[config.mk]
export PLATFORM = sky130hd
export DESIGN_NAME = proc_debug_ctrl
export DESIGN_NICKNAME = d
export VERILOG_FILES = /design/src/rtl/proc_debug_ctrl_pkg.sv /design/src/rtl/proc_debug_ctrl_bp_match.sv /design/src/rtl/proc_debug_ctrl.sv
export SDC_FILE = /design/constraint.sdc
export NUM_CORES = 1
export LEC_CHECK = 0
export CAP_MARGIN = 20
export CORE_ASPECT_RATIO = 1.25
export CORE_UTILIZATION = 55
export CTS_CLUSTER_DIAMETER = 200
export DETAILED_ROUTE_END_ITERATION = 10
export DONT_BUFFER_PORTS = 1
export HOLD_SLACK_MARGIN = 0.08
export PLACE_DENSITY = 0.73
export SLEW_MARGIN = 20
export SYNTH_ARGS = -nofsm -noshare
export SYNTH_HDL_FRONTEND = slang
export SYNTH_SLANG_ARGS = --single-unit
[constraint.sdc]
create_clock -name clk_i -period 3 [get_ports clk_i]
set_input_delay 0.6 -clock clk_i [delete_from_list [all_inputs] [get_ports clk_i]]
set_output_delay 0.6 -clock clk_i [all_outputs]
set_load 0.05 [all_outputs]
[src/rtl/proc_debug_ctrl_pkg.sv]
// Shared opcodes, halt reasons and FSM state encoding for the debug run-control engine.
package proc_debug_ctrl_pkg;

  localparam logic [2:0] OP_NOP    = 3'd0;
  localparam logic [2:0] OP_RESET  = 3'd1;
  localparam logic [2:0] OP_RUN    = 3'd2;
  localparam logic [2:0] OP_STEP   = 3'd3;
  localparam logic [2:0] OP_HALT   = 3'd4;
  localparam logic [2:0] OP_SET_BP = 3'd5;
  localparam logic [2:0] OP_CLR_BP = 3'd6;
  localparam logic [2:0] OP_DUMP   = 3'd7;

  localparam logic [2:0] HR_RESET     = 3'd0;
  localparam logic [2:0] HR_HALT      = 3'd1;
  localparam logic [2:0] HR_STEP_DONE = 3'd2;
  localparam logic [2:0] HR_BP        = 3'd3;
  localparam logic [2:0] HR_PC_END    = 3'd4;

  typedef enum logic [2:0] {
    S_IDLE = 3'd0,
    S_RSTP = 3'd1,
    S_RUN  = 3'd2,
    S_STEP = 3'd3,
    S_DUMP = 3'd4
  } state_t;

  // Commands that remain legal while the core is running or dumping.
  function automatic logic op_allowed_busy(input logic [2:0] op);
    return (op == OP_NOP) || (op == OP_RESET) || (op == OP_HALT);
  endfunction

endpackage

[src/rtl/proc_debug_ctrl_bp_match.sv]
// Breakpoint slot registers plus comparator array; the lowest matching index wins.
module proc_debug_ctrl_bp_match #(
  parameter int PC_W   = 32,
  parameter int NUM_BP = 4
) (
  input  logic            clk_i,
  input  logic            rst_n,
  input  logic            set_i,
  input  logic            clr_i,
  input  logic [2:0]      idx_i,
  input  logic [PC_W-1:0] addr_i,
  input  logic [PC_W-1:0] pc_i,
  output logic            hit_o,
  output logic [2:0]      hit_idx_o
);

  logic [PC_W-1:0]   r_addr [NUM_BP];
  logic [NUM_BP-1:0] r_en;

  always_ff @(posedge clk_i or negedge rst_n) begin
    if (!rst_n) begin
      r_en <= '0;
      for (int i = 0; i < NUM_BP; i++) r_addr[i] <= '0;
    end else begin
      for (int i = 0; i < NUM_BP; i++) begin
        if (set_i && (idx_i == 3'(i))) begin
          r_en[i]   <= 1'b1;
          r_addr[i] <= addr_i;
        end else if (clr_i && (idx_i == 3'(i))) begin
          r_en[i] <= 1'b0;
        end
      end
    end
  end

  // Scan from the top down so the lowest matching slot is written last.
  always_comb begin
    hit_o     = 1'b0;
    hit_idx_o = 3'd0;
    for (int i = NUM_BP - 1; i >= 0; i--) begin
      if (r_en[i] && (r_addr[i] == pc_i)) begin
        hit_o     = 1'b1;
        hit_idx_o = 3'(i);
      end
    end
  end

endmodule

[src/rtl/proc_debug_ctrl.sv]
// Run-control and debug readout between the UART command front end and the MIPS core:
// free run, N-step, halt, PC breakpoints, PC_END stop, timed core reset and register dump.
module proc_debug_ctrl
  import proc_debug_ctrl_pkg::*;
#(
  parameter int              PC_W    = 32,
  parameter int              DATA_W  = 32,
  parameter int              REG_AW  = 5,
  parameter int              NUM_BP  = 4,
  parameter logic [PC_W-1:0] PC_END  = 32'h48,
  parameter int              RST_CYC = 4,
  parameter int              CNT_W   = 32
) (
  input  logic              clk_i,
  input  logic              rst_n,
  input  logic              cmd_valid_i,
  output logic              cmd_ready_o,
  input  logic [2:0]        cmd_op_i,
  input  logic [PC_W-1:0]   cmd_arg_i,
  input  logic [2:0]        cmd_idx_i,
  output logic              cmd_err_o,
  input  logic [PC_W-1:0]   pc_i,
  output logic              proc_run_en_o,
  output logic              proc_reset_o,
  output logic [REG_AW-1:0] reg_addr_o,
  input  logic [DATA_W-1:0] reg_rdata_i,
  output logic              dump_valid_o,
  input  logic              dump_ready_i,
  output logic [DATA_W-1:0] dump_data_o,
  output logic              halted_o,
  output logic [2:0]        halt_reason_o,
  output logic [2:0]        bp_hit_idx_o,
  output logic [CNT_W-1:0]  cycle_cnt_o,
  output logic [2:0]        dbg_state_o
);

  localparam int              RW        = $clog2(RST_CYC + 1);
  localparam logic [REG_AW:0] LAST_WORD = {1'b1, {REG_AW{1'b0}}};

  state_t            r_state, w_state_nxt;
  logic              r_first;
  logic [PC_W-1:0]   r_step_cnt;
  logic [RW-1:0]     r_rst_cnt;
  logic [REG_AW:0]   r_word;
  logic [2:0]        r_reason, r_bp_idx;
  logic [CNT_W-1:0]  r_cnt;
  logic              r_err;

  logic w_cmd_acc, w_idx_ok, w_bp_hit, w_pc_end, w_hit, w_running;
  logic w_err, w_bp_set, w_bp_clr, w_reason_we, w_idx_we, w_step_load, w_dump_adv;
  logic [2:0] w_reason_nxt, w_bp_idx;

  // Handshakes: a transfer happens on a rising edge where valid and ready are both high;
  // the sender holds its payload stable while valid is high and ready is low.
  assign cmd_ready_o = (r_state != S_RSTP);
  assign w_cmd_acc   = cmd_valid_i && cmd_ready_o;
  assign w_idx_ok    = ({1'b0, cmd_idx_i} < 4'(NUM_BP));
  assign w_running   = (r_state == S_RUN) || (r_state == S_STEP);
  assign w_pc_end    = (pc_i == PC_END);
  // The first cycle after entry ignores matches so the core can resume from a stop PC.
  assign w_hit       = !r_first && (w_bp_hit || w_pc_end);

  proc_debug_ctrl_bp_match #(.PC_W(PC_W), .NUM_BP(NUM_BP)) u_bp_match (
    .clk_i     (clk_i),
    .rst_n     (rst_n),
    .set_i     (w_bp_set),
    .clr_i     (w_bp_clr),
    .idx_i     (cmd_idx_i),
    .addr_i    (cmd_arg_i),
    .pc_i      (pc_i),
    .hit_o     (w_bp_hit),
    .hit_idx_o (w_bp_idx)
  );

  always_comb begin
    w_state_nxt  = r_state;
    w_err        = 1'b0;
    w_bp_set     = 1'b0;
    w_bp_clr     = 1'b0;
    w_reason_we  = 1'b0;
    w_reason_nxt = r_reason;
    w_idx_we     = 1'b0;
    w_step_load  = 1'b0;
    w_dump_adv   = 1'b0;
    unique case (r_state)
      S_IDLE: begin
        if (w_cmd_acc) begin
          case (cmd_op_i)
            OP_RESET:  w_state_nxt = S_RSTP;
            OP_RUN:    w_state_nxt = S_RUN;
            OP_STEP: begin
              w_state_nxt = S_STEP;
              w_step_load = 1'b1;
            end
            OP_DUMP:   w_state_nxt = S_DUMP;
            OP_SET_BP: if (w_idx_ok) w_bp_set = 1'b1; else w_err = 1'b1;
            OP_CLR_BP: if (w_idx_ok) w_bp_clr = 1'b1; else w_err = 1'b1;
            default: ;
          endcase
        end
      end
      S_RSTP: begin
        if (r_rst_cnt == RW'(RST_CYC - 1)) begin
          w_state_nxt  = S_IDLE;
          w_reason_we  = 1'b1;
          w_reason_nxt = HR_RESET;
        end
      end
      S_RUN, S_STEP: begin
        w_err = w_cmd_acc && !op_allowed_busy(cmd_op_i);
        if (w_cmd_acc && (cmd_op_i == OP_RESET)) begin
          w_state_nxt = S_RSTP;
        end else if (w_hit) begin
          w_state_nxt  = S_IDLE;
          w_reason_we  = 1'b1;
          w_reason_nxt = w_bp_hit ? HR_BP : HR_PC_END;
          w_idx_we     = w_bp_hit;
        end else if (w_cmd_acc && (cmd_op_i == OP_HALT)) begin
          w_state_nxt  = S_IDLE;
          w_reason_we  = 1'b1;
          w_reason_nxt = HR_HALT;
        end else if ((r_state == S_STEP) && (r_step_cnt == PC_W'(1))) begin
          w_state_nxt  = S_IDLE;
          w_reason_we  = 1'b1;
          w_reason_nxt = HR_STEP_DONE;
        end
      end
      S_DUMP: begin
        w_err = w_cmd_acc && !op_allowed_busy(cmd_op_i);
        if (w_cmd_acc && (cmd_op_i == OP_RESET)) begin
          w_state_nxt = S_RSTP;
        end else if (dump_ready_i) begin
          w_dump_adv = 1'b1;
          if (r_word == LAST_WORD) w_state_nxt = S_IDLE;
        end
      end
      default: w_state_nxt = S_IDLE;
    endcase
  end

  always_ff @(posedge clk_i or negedge rst_n) begin
    if (!rst_n) begin
      r_state    <= S_IDLE;
      r_first    <= 1'b1;
      r_step_cnt <= '0;
      r_rst_cnt  <= '0;
      r_word     <= '0;
      r_reason   <= HR_RESET;
      r_bp_idx   <= 3'd0;
      r_cnt      <= '0;
      r_err      <= 1'b0;
    end else begin
      r_state   <= w_state_nxt;
      r_err     <= w_err;
      r_first   <= !w_running;
      r_rst_cnt <= (r_state == S_RSTP) ? r_rst_cnt + RW'(1) : '0;
      if (w_step_load) r_step_cnt <= (cmd_arg_i == '0) ? PC_W'(1) : cmd_arg_i;
      else if ((r_state == S_STEP) && proc_run_en_o) r_step_cnt <= r_step_cnt - PC_W'(1);
      if (w_state_nxt != S_DUMP) r_word <= '0;
      else if (w_dump_adv) r_word <= r_word + 1'b1;
      if (w_reason_we) r_reason <= w_reason_nxt;
      if (w_idx_we) r_bp_idx <= w_bp_idx;
      if (r_state == S_RSTP) r_cnt <= '0;
      else if (proc_run_en_o && (r_cnt != '1)) r_cnt <= r_cnt + CNT_W'(1);
    end
  end

  assign proc_run_en_o = w_running && !w_hit;
  assign proc_reset_o  = (r_state == S_RSTP);
  assign dump_valid_o  = (r_state == S_DUMP);
  assign reg_addr_o    = r_word[REG_AW-1:0];
  assign dump_data_o   = r_word[REG_AW] ? DATA_W'(pc_i) : reg_rdata_i;
  assign halted_o      = (r_state == S_IDLE);
  assign halt_reason_o = r_reason;
  assign bp_hit_idx_o  = r_bp_idx;
  assign cycle_cnt_o   = r_cnt;
  assign cmd_err_o     = r_err;
  assign dbg_state_o   = r_state;

endmodule

; ---- After elaboration in Yosys (flattened, before gate mapping)
; Index checks and enable logic that the tools add are counted.
[op_classes]
mux = 69
n_eq_ne = 28
n_reduce_logical = 45
n_lt_le_gt_ge = 1
add_sub_neg = 4
[op_table]
columns = operator, n
row1 = $mux 32, 6
row2 = $eq 32x32->1, 4
row3 = $mux 3, 16
row4 = $mux 1, 36
row5 = $add 32x1->32 const B, 1
row6 = $eq 32x1->1 const B, 1
row7 = $eq 32x7->1 const B, 1
row8 = $logic_not 32->1, 1
row9 = $ne 32x32->1 const B, 1
row10 = $sub 32x1->32 const B, 1
row11 = $pmux 3 s4, 2
row12 = $eq 3x2->1 const B, 7
row13 = $logic_and 1x1->1, 21
row14 = $reduce_bool 2->1, 8
row15 = $eq 3x3->1 const B, 5
row16 = $mux 6, 2
row17 = $eq 3x1->1 const B, 3
row18 = $logic_not 3->1, 3
row19 = $mux 2, 4
row20 = $add 6x1->6 const B, 1
row21 = $eq 6x6->1 const B, 1
row22 = $pmux 3 s2, 1
row23 = $reduce_and 5->1, 1
row24 = $logic_not 1->1, 4
row25 = 11 further kinds, 16
[word_totals]
reg_bits = 216
out_inout_bits = 84
word_cells = 164
input_bits = 106

; ---- Depth between registers and ports, before layout
; Gate-level depths: netlist of run 1.
[depth]
depth_word = 13
ltp_mapped = 11
ltp_nobuf = 9

; ---- Cells and area by module
; A second synthesis of run 1 with hierarchy kept.
[unflattened]
hier_cells = 1085
area_unflattened_um2 = 11845.1
[modules_own_cells]
columns = module, cells_per_inst, area_each_um2, seq_area_each_um2, instances
row1 = proc_debug_ctrl_bp_match, 474, 6371.1, 3303.2, 1
row2 = proc_debug_ctrl, 611, 5474.0, 2103.3, 1

; ---- Least setup slack after synthesis of run 1
; No wires, ideal clock.
[synth_path]
path_kind = register to register
from = register r_state[0] (netlist: dbg_state_o[0])
to = register u_bp_match.r_addr[10] (netlist bit)
stages_incl_launch_ff = 9
required_time_ns = 2.875
synth_period_minus_slack_ns = 3.966
setup_slack_ns = -0.966
n_path_buf = 2
setup_time_ns = 0.125
arrival_ns = 3.841
cell_sequence = dfrtp_1 > nor3_1 > nor3b_1 > and2_1 > nor2b_1 > and3_1 > clkbuf_1 > clkbuf_1 > mux2_2
[synth_between]
elab_cells_between_ends = 6
classes_between = eq/ne (1) / mux (2) / reduce/logical (3)
[synth_rtl]
columns = item, line_no
row1 = start: declaration, proc_debug_ctrl.sv:40  ; state_t r_state, w_state_nxt;
row2 = start signal: assignment, proc_debug_ctrl.sv:153  ; r_state <= w_state_nxt;
row3 = $logic_not 3->1, -
row4 = named net halted_o, proc_debug_ctrl.sv:30  ; output logic halted_o,
row5 = $mux 1, proc_debug_ctrl.sv:85  ; unique case (r_state)
row6 = $logic_and 1x1->1, proc_debug_ctrl_bp_match.sv:26  ; if (set_i && (idx_i == 3'(i))) begin
row7 = end signal: indexed assignment, proc_debug_ctrl_bp_match.sv:28  ; r_addr[i] <= addr_i;
row8 = end: declaration, proc_debug_ctrl_bp_match.sv:17  ; logic [PC_W-1:0] r_addr [NUM_BP];
; The timed path passes the listed nets, and every way through them passes these cells.
; A chain may end at the register's enable or synchronous reset.

; ---- Final worst setup path of run 1
[layout_path]
from = register r_step_cnt[10]
to = register r_step_cnt[29]
[layout_between]
elab_chain_cells = 3
[layout_rtl]
columns = item, line_no
row1 = start: declaration, proc_debug_ctrl.sv:42  ; logic [PC_W-1:0] r_step_cnt;
row2 = start signal: assignment, proc_debug_ctrl.sv:157  ; if (w_step_load) r_step_cnt <= (cmd_arg_i == '0) ? PC_W'(1) : cmd_arg_i;
row3 = start signal: assignment, proc_debug_ctrl.sv:158  ; else if ((r_state == S_STEP) && proc_run_en_o) r_step_cnt <= r_step_cnt - PC_W'(1);
row4 = $sub 32x1->32, proc_debug_ctrl.sv:158
row5 = $mux 32, proc_debug_ctrl.sv:158
row6 = $mux 32, proc_debug_ctrl.sv:157
; No other way between the ends. The select of a mux whose other input is x is not followed.

==> impl_metrics.ini, run 1 <==
[run_status]
result_of_the_run = finished with violations
violations = hold timing, setup timing

[yosys]
post_synth_instance_area_um2 = 12000
synth-main-ff-cell = sky130_fd_sc_hd__dfrtp_1
postSynthRegisterBits = 215
postSynth.asyncResetShare_pct = 100
synthesized_instance_count = 1157
synth_fp_nets = 1270
synthDominantAreaCellType = sky130_fd_sc_hd__dfrtp_1
yosys.area.top_type_share_pct = 44.6
synth_top_cells_by_area = sky130_fd_sc_hd__dfrtp_1 (45%), sky130_fd_sc_hd__mux2_2 (15%), sky130_fd_sc_hd__xnor2_1 (9.3%)
synth.lib_cells_used.distinct = 64
synth.avg_cell_area_um2 = 10.4
synth-edff-count = 0
commonest_cells_in_the_netlist = sky130_fd_sc_hd__dfrtp_1 (214), sky130_fd_sc_hd__mux2_2 (159), sky130_fd_sc_hd__xnor2_1 (128), sky130_fd_sc_hd__nand2_1 (77), sky130_fd_sc_hd__clkbuf_1 (69)
yosysSeqAreaShare_pct = 44.8
yosysMostFrequentCell = sky130_fd_sc_hd__dfrtp_1
synth-warning-count = 0

[floorplanning]
die_x_um = 134
rows = 60
ios = 190
standard_cell_core_area_um2 = 21500
design.die.area_um2 = 22400
initial_core_util_pct = 55.9
die_height_um = 167

[global_routing]
grt_overflow = 0
grt_use_met3_pct = 7.24
global_route.peak_usage_layer = met2
pin_count_of_the_biggest_net_entering_global_routing = 216
groute.layer.met1.usage_pct = 36.7
grt_usage_pct = 30.4
grt_util_met2_pct = 51.1
grt_first_pass_wirelength_um = 52500
antenna_found_initial = 0
grt_pass1_vias = 9422

[route]
drt_wl_total_um = 34400
final_ant_viol_nets = 0
drt_first_iter_violations = 818
detailroute.via_count = 9405
route.detailed.wl_per_inst_um = 23.3
detail_route.vias_per_cell = 6.38
drc = 0
drt_pass1_iterations = 5

[setup_path]
crit_type = reg2reg
critical_path.startpoint_type = flop
worstPathArrival_ns = 3.51
r2r_setup_slack_ns = -0.11
critPathLaunch = r_step_cnt[10]
timing.critical_path.required_ns = 3.40
kind_of_end_point_of_the_critical_path = flop
worst-path-max-fanout = 4
timing.rr.start = r_step_cnt[10]

[place]
post-place-ws_ns = -0.111
number_of_input_and_output_port_buffers_inserted = 0
post-dp-hpwl_um = 23800
place_congestion = 0.870
detailed_place.area_um2 = 12700

[sta]
final_setup_violation_count = 10
relSlewSlack_pct = 41.4
worst-slew-pin-transition_ns = 0.876
layout_worst_path_cycle_share_pct = 104
unrepaired_setup_endpoints_after_global_routing = true
tns_ns = -0.708
final-hold-violation-count = 214
timing.clock.skew_ns = 0.0175
setup_slack_ns = -0.112
maxSlewViolCount = 0
achievable-frequency_mhz = 321
finalWorstPathRequiredPeriod_ns = 3.11
finalHoldWorstSlack_ns = -0.218

[clocking]
clock_sinks = 215
cts_tree = built
cts_h_tree_depth = 1
clock_path_buffers = 3
clkLatencyLatePin_ns = 0.52
clock_tree.root_cell = sky130_fd_sc_hd__clkbuf_16
worst_setup_hold_path_clk_slew_ns = 0.06
cts_inserted_buffers = 23

[power]
powerDensity_nw_per_um2 = 687
power_leakage_uw = 0.00599
power.ir.vdd_worst_uv = 482
total_power_uw = 9400

[layout]
antennaDiodeCount = 0
area_delta_synth_final_pct = 14.0
stdcell_area_um2 = 13700
drive_gt1_share_pct = 29.0
seq_area_um2 = 5390
fin_nets = 1293
n_fill_cell = 1690
multi_input_combinational_cell_area_um2 = 6450

[worst_hold_path]
hold_class = in2async

[flow_run]
max_cap_violations = 0
-- state kept, by name, indices dropped and copies added (netlist names) --
register           count
dbg_state_o            3
u_bp_match.r_en        4
cmd_err_o              1
bp_hit_idx_o           2
u_bp_match.r_addr    128
halt_reason_o          3
r_first                1
r_word                 6
r_rst_cnt              3
r_step_cnt            32
cycle_cnt_o           32
-- worst max-delay path, cell delays in order, from the launching register on --
cell	delay (ns)
sky130_fd_sc_hd__dfrtp_1	0.38
sky130_fd_sc_hd__or4_4	0.54
sky130_fd_sc_hd__or4_4	0.44
sky130_fd_sc_hd__or4_4	0.46
sky130_fd_sc_hd__buf_4	0.16
sky130_fd_sc_hd__nor4_4	0.26
sky130_fd_sc_hd__nand3_2	0.15
sky130_fd_sc_hd__nor4b_4	0.34
sky130_fd_sc_hd__xnor2_1	0.18
sky130_fd_sc_hd__o21ai_1	0.08
-- cell type report --
cell class | count | share of cell area, %
timing repair buffer | 87 | 5.17
clock inverter | 6 | 0.238
multi-input combinational | 828 | 47.2
sequential | 215 | 39.4
tap | 279 | 2.55
inverter | 25 | 0.686
clock buffer | 34 | 4.80
-- kinds of logic after synthesis --
logic type	Yosys count	share of synthesized area [%]
compound gates	146	7.49
mux	172	16.1
buf+inv	114	3.83
flops	215	44.8
simple gates	360	16.6
fa+ha+maj	7	0.730
other cells	1	0.0312
xor+xnor	142	10.4
-- metrics by stage --
step | utilization (%) | instances
final | 63.7 | 1474
after global routing | 63.7 | 1474
after CTS | 62.6 | 1469
after detailed placement | 58.9 | 1424
after global placement | 58.9 | 1424
after floorplan | - | 1157
-- per-layer routing --
metal | routed length, um | vias up | share of wire (%)
li1 | - | 4179 | -
met1 | 13400 | 4767 | 39
met2 | 17000 | 361 | 49
met3 | 2540 | 98 | 7.4
met4 | 1470 | 0 | 4.3
met5 | 0 | - | 0
-- repair_timing --
| item | CTS | global route |
|---|---|---|
| pin swaps | 3 | 21 |
| setup endpoints to repair | 6 | 12 |
| gates resized for setup | 9 | 32 |
| setup buffers | 5 | 5 |
| endpoints found under the hold margin | 215 | 214 |
-- where the power goes --
group          internal, uW  total (uW)  switching (uW)
Combinational          1190        2760            1570
Sequential             3430        3950             517
Clock                  1510        2690            1180
-- layout by cell type (no fill, tap or decap), types with 13 or more instances in the layout --
cell / synthesis / final
sky130_fd_sc_hd__o21ai_0: 42 / 41
sky130_fd_sc_hd__nand4_1: 50 / 50
sky130_fd_sc_hd__a21oi_1: 51 / 49
sky130_fd_sc_hd__nand2_1: 77 / 77
sky130_fd_sc_hd__inv_1: 25 / 24
sky130_fd_sc_hd__nor2_1: 50 / 50
sky130_fd_sc_hd__xor2_1: 14 / 13
sky130_fd_sc_hd__nand3_1: 25 / 21
sky130_fd_sc_hd__or3_1: 17 / 16
sky130_fd_sc_hd__mux2_2: 159 / 159
sky130_fd_sc_hd__and3_1: 15 / 15
sky130_fd_sc_hd__nor4_1: 32 / 25
sky130_fd_sc_hd__nor3_1: 22 / 16
sky130_fd_sc_hd__dfrtp_1: 214 / 211
sky130_fd_sc_hd__buf_4: 6 / 82
sky130_fd_sc_hd__clkbuf_16: 0 / 23
sky130_fd_sc_hd__xnor2_1: 128 / 118
-- path summary, 6_finish.rpt --
check | endpoint | cells after the start
setup / recovery | r_step_cnt[29] | 9
hold / removal | cycle_cnt_o[22] | 0
setup reg to reg | r_step_cnt[29] | 9
hold reg to reg | r_rst_cnt[0] | 1
max in group asynchronous | u_bp_match.r_addr[105] | 0
min in group clk_i | u_bp_match.r_en[2] | 1
(Power assumes the default switching activity.)
==> run 2, diff against run 1 <==
Settings changed: SYNTH_HIERARCHICAL from default to 1.
==> run 2 against run 1 <==
Net effect: the flow still finishes with violations (hold timing, setup timing); synthesized cell count shrank 6.2%; clock power grew 7.4%; non-clock buffer count grew 2; power shrank 4.4%; critical path depth grew 2; worst setup slack lost 0.49 ns; cell count shrank 2.4%; synthesized area shrank 1.3%; first-iteration DRC count shrank 11%; critical path type is now reg2out; critical endpoint is now proc_run_en_o.
==> impl_metrics.ini, run 2 <==
[run_status]
result_of_the_run = finished with violations
violations = hold timing, setup timing

[route]
detailroute.via_count = 9146
drt_wl_total_um = 34500
detail_route.vias_per_cell = 6.36
final_ant_viol_nets = 0
drt_first_iter_violations = 725
route.detailed.wl_per_inst_um = 24.0
drc = 0
drt_pass1_iterations = 5

[floorplanning]
design.die.area_um2 = 22100
rows = 59
standard_cell_core_area_um2 = 21000
ios = 190
initial_core_util_pct = 56.5
die_height_um = 166
die_x_um = 133

[setup_path]
critical_path.startpoint_type = flop
critical_path_buf_inv_count = 2
timing.critical_path.required_ns = 2.40
worstPathArrival_ns = 3.00
worst-path-max-fanout = 3
crit_type = reg2out
cp_max_delay_cell = sky130_fd_sc_hd__dfrtp_1
timing.critical_path.cells = xor2_1, nor4_2, buf_4, nand3_4, nor4_4, nand2b_4, nand3b_1, nor2b_4, nor2_4, nand2_2, clkinvlp_4
cp_top_family = simple AND/OR/NAND/NOR gates
cpPeakStageDelay_ns = 0.40
kind_of_end_point_of_the_critical_path = output port

[yosys]
yosysMostFrequentCell = sky130_fd_sc_hd__dfrtp_1
post_synth_instance_area_um2 = 11800
yosys.area.top_type_share_pct = 45.4
synth_fp_nets = 1198
synth-warning-count = 6
synth-main-ff-cell = sky130_fd_sc_hd__dfrtp_1
synthesized_instance_count = 1085
synth.avg_cell_area_um2 = 10.9
synthDominantAreaCellType = sky130_fd_sc_hd__dfrtp_1
commonest_cells_in_the_netlist = sky130_fd_sc_hd__dfrtp_1 (215), sky130_fd_sc_hd__mux2_1 (125), sky130_fd_sc_hd__xnor2_1 (107), sky130_fd_sc_hd__nand2_1 (73), sky130_fd_sc_hd__nor2_1 (59)
yosysSeqAreaShare_pct = 45.6
synth.lib_cells_used.distinct = 78
synth-edff-count = 0
synth_top_cells_by_area = sky130_fd_sc_hd__dfrtp_1 (45%), sky130_fd_sc_hd__mux2_1 (12%), sky130_fd_sc_hd__xnor2_1 (7.9%)
postSynthRegisterBits = 216
postSynth.asyncResetShare_pct = 100

[power]
power_leakage_uw = 0.00613
powerDensity_nw_per_um2 = 656
power.ir.vdd_worst_uv = 669
total_power_uw = 8990

[sta]
relSlewSlack_pct = 43.2
unrepaired_setup_endpoints_after_global_routing = true
layout_worst_path_cycle_share_pct = 120
setup_slack_ns = -0.598
worst-slew-pin-transition_ns = 0.852
final-hold-violation-count = 215
achievable-frequency_mhz = 278
timing.clock.skew_ns = 0.0121
finalWorstPathRequiredPeriod_ns = 3.60
maxSlewViolCount = 0
final_setup_violation_count = 6
finalHoldWorstSlack_ns = -0.212

[layout]
utilization_pct = 65.3
final_cell_mix = sky130_fd_sc_hd__dfrtp_1 (214), sky130_fd_sc_hd__mux2_1 (125), sky130_fd_sc_hd__xnor2_1 (107)
area_delta_synth_final_pct = 15.7
stdcell_area_um2 = 13700
number_of_flip_flops_under_the_largest_register_name = 128
fin_nets = 1263
largest-register = u_bp_match/r_addr
n_fill_cell = 1590
antennaDiodeCount = 0
layout_commonest_cell = sky130_fd_sc_hd__dfrtp_1
drive_gt1_share_pct = 19.4

[global_routing]
grt_first_pass_wirelength_um = 53900
grt_pass1_vias = 9383
pin_count_of_the_biggest_net_entering_global_routing = 217
antenna_found_initial = 0
grt_usage_pct = 31.5
grt_overflow = 0

[clocking]
clkLatencyLatePin_ns = 0.51
cts_inserted_buffers = 23
cts_h_tree_depth = 1
clock_sinks = 216
clock_tree.root_cell = sky130_fd_sc_hd__clkbuf_16
worst_setup_hold_path_clk_slew_ns = 0.06
clock_path_buffers = 3
cts_tree = built

[flow_run]
max_cap_violations = 0

[place]
detailed_place.area_um2 = 12600
place_congestion = 0.922
post-dp-hpwl_um = 24200
post-place-ws_ns = -0.332
number_of_input_and_output_port_buffers_inserted = 0

[worst_hold_path]
hold_class = in2async
[run 2: power breakdown]
part           total (uW)  leakage, uW  switching, uW  internal [uW]
logic                2300      0.00282           1340            958
registers            3800      0.00294            466           3330
clock network        2890     0.000374           1140           1750
total                8990      0.00613           2950           6030
[run 2: kinds of logic (layout without fill, tap and decap cells)]
family,count (synthesis),in the layout,synth area share [%]
DFF,216,216,45.6
xor gates and xnor gates,157,157,11.6
and+or+nand+nor,365,366,17.4
muxes,172,172,16.3
other,1,1,0.0317
AOI/OAI and AO/OA,102,102,5.55
adders and majority gates,7,7,0.739
buffers and inverters,65,143,2.81
[run 2: final cells by class]
type,count,area (um2),area share [%]
Sequential cell,216,5410,39.5
Multi-Input combinational cell,805,6360,46.4
Clock inverter,6,88.8,0.648
Tap cell,274,343,2.50
Timing Repair Buffer,89,754,5.51
Clock buffer,33,683,4.99
Inverter,15,60.1,0.438
[run 2: per-stage QoR]
stage | TNS, ns | std cells | hold slack (ns)
detailed placement | -12.81 | 1389 | 0.316
floorplan | 0 | 1085 | 0.304
finish | -0.774 | 1438 | -0.212
CTS | -0.556 | 1432 | -0.212
global route | -2.97 | 1438 | -0.233
global placement | -9.97 | 1389 | 0.315
[run 2: final timing paths]
kind,from,endpoint,slack [ns],cells after the start
worst max-delay path,u_bp_match/r_addr[103],proc_run_en_o,-0.60,11
worst min-delay path,rst_n,u_bp_match/r_addr[58],-0.21,0
worst max register to register,u_bp_match/r_addr[121],cycle_cnt_o[11],-0.05,13
worst min register to register,r_rst_cnt[0],r_rst_cnt[0],0.44,1
max in group asynchronous,rst_n,r_first,2.85,0
min in group clk_i,cmd_arg_i[18],r_step_cnt[18],0.21,2
[run 2: worst reg2reg max path, cell delays in order (launching register included)]
cell                       delay, ns
sky130_fd_sc_hd__dfrtp_1        0.41
sky130_fd_sc_hd__xor2_2         0.23
sky130_fd_sc_hd__nor4_2         0.08
sky130_fd_sc_hd__buf_4          0.14
sky130_fd_sc_hd__nand3_4        0.07
sky130_fd_sc_hd__nor4_4         0.05
sky130_fd_sc_hd__nand2b_4       0.14
sky130_fd_sc_hd__nand3b_1       0.28
sky130_fd_sc_hd__or2b_1         0.27
sky130_fd_sc_hd__buf_6          0.11
sky130_fd_sc_hd__nand2_4        0.09
sky130_fd_sc_hd__or4_4          0.62
sky130_fd_sc_hd__or4_4          0.42
sky130_fd_sc_hd__nand2_1        0.08
[run 2: timing repair]
action / CTS / global route
cloned: 0 / 2
pin swaps: 4 / 17
hold endpoints to repair: 216 / 216
resized for setup: 14 / 33
setup endpoints to repair: 37 / 61
buffers inserted: 4 / 4
[run 2: metal layers]
layer | share of wire (%) | up-vias | global-route usage (%)
met5 | 0 | - | 0
met4 | 5.3 | 0 | 15.6
met3 | 6.3 | 94 | 5.83
met2 | 50 | 365 | 54.5
met1 | 38 | 4640 | 37.2
li1 | - | 4047 | -
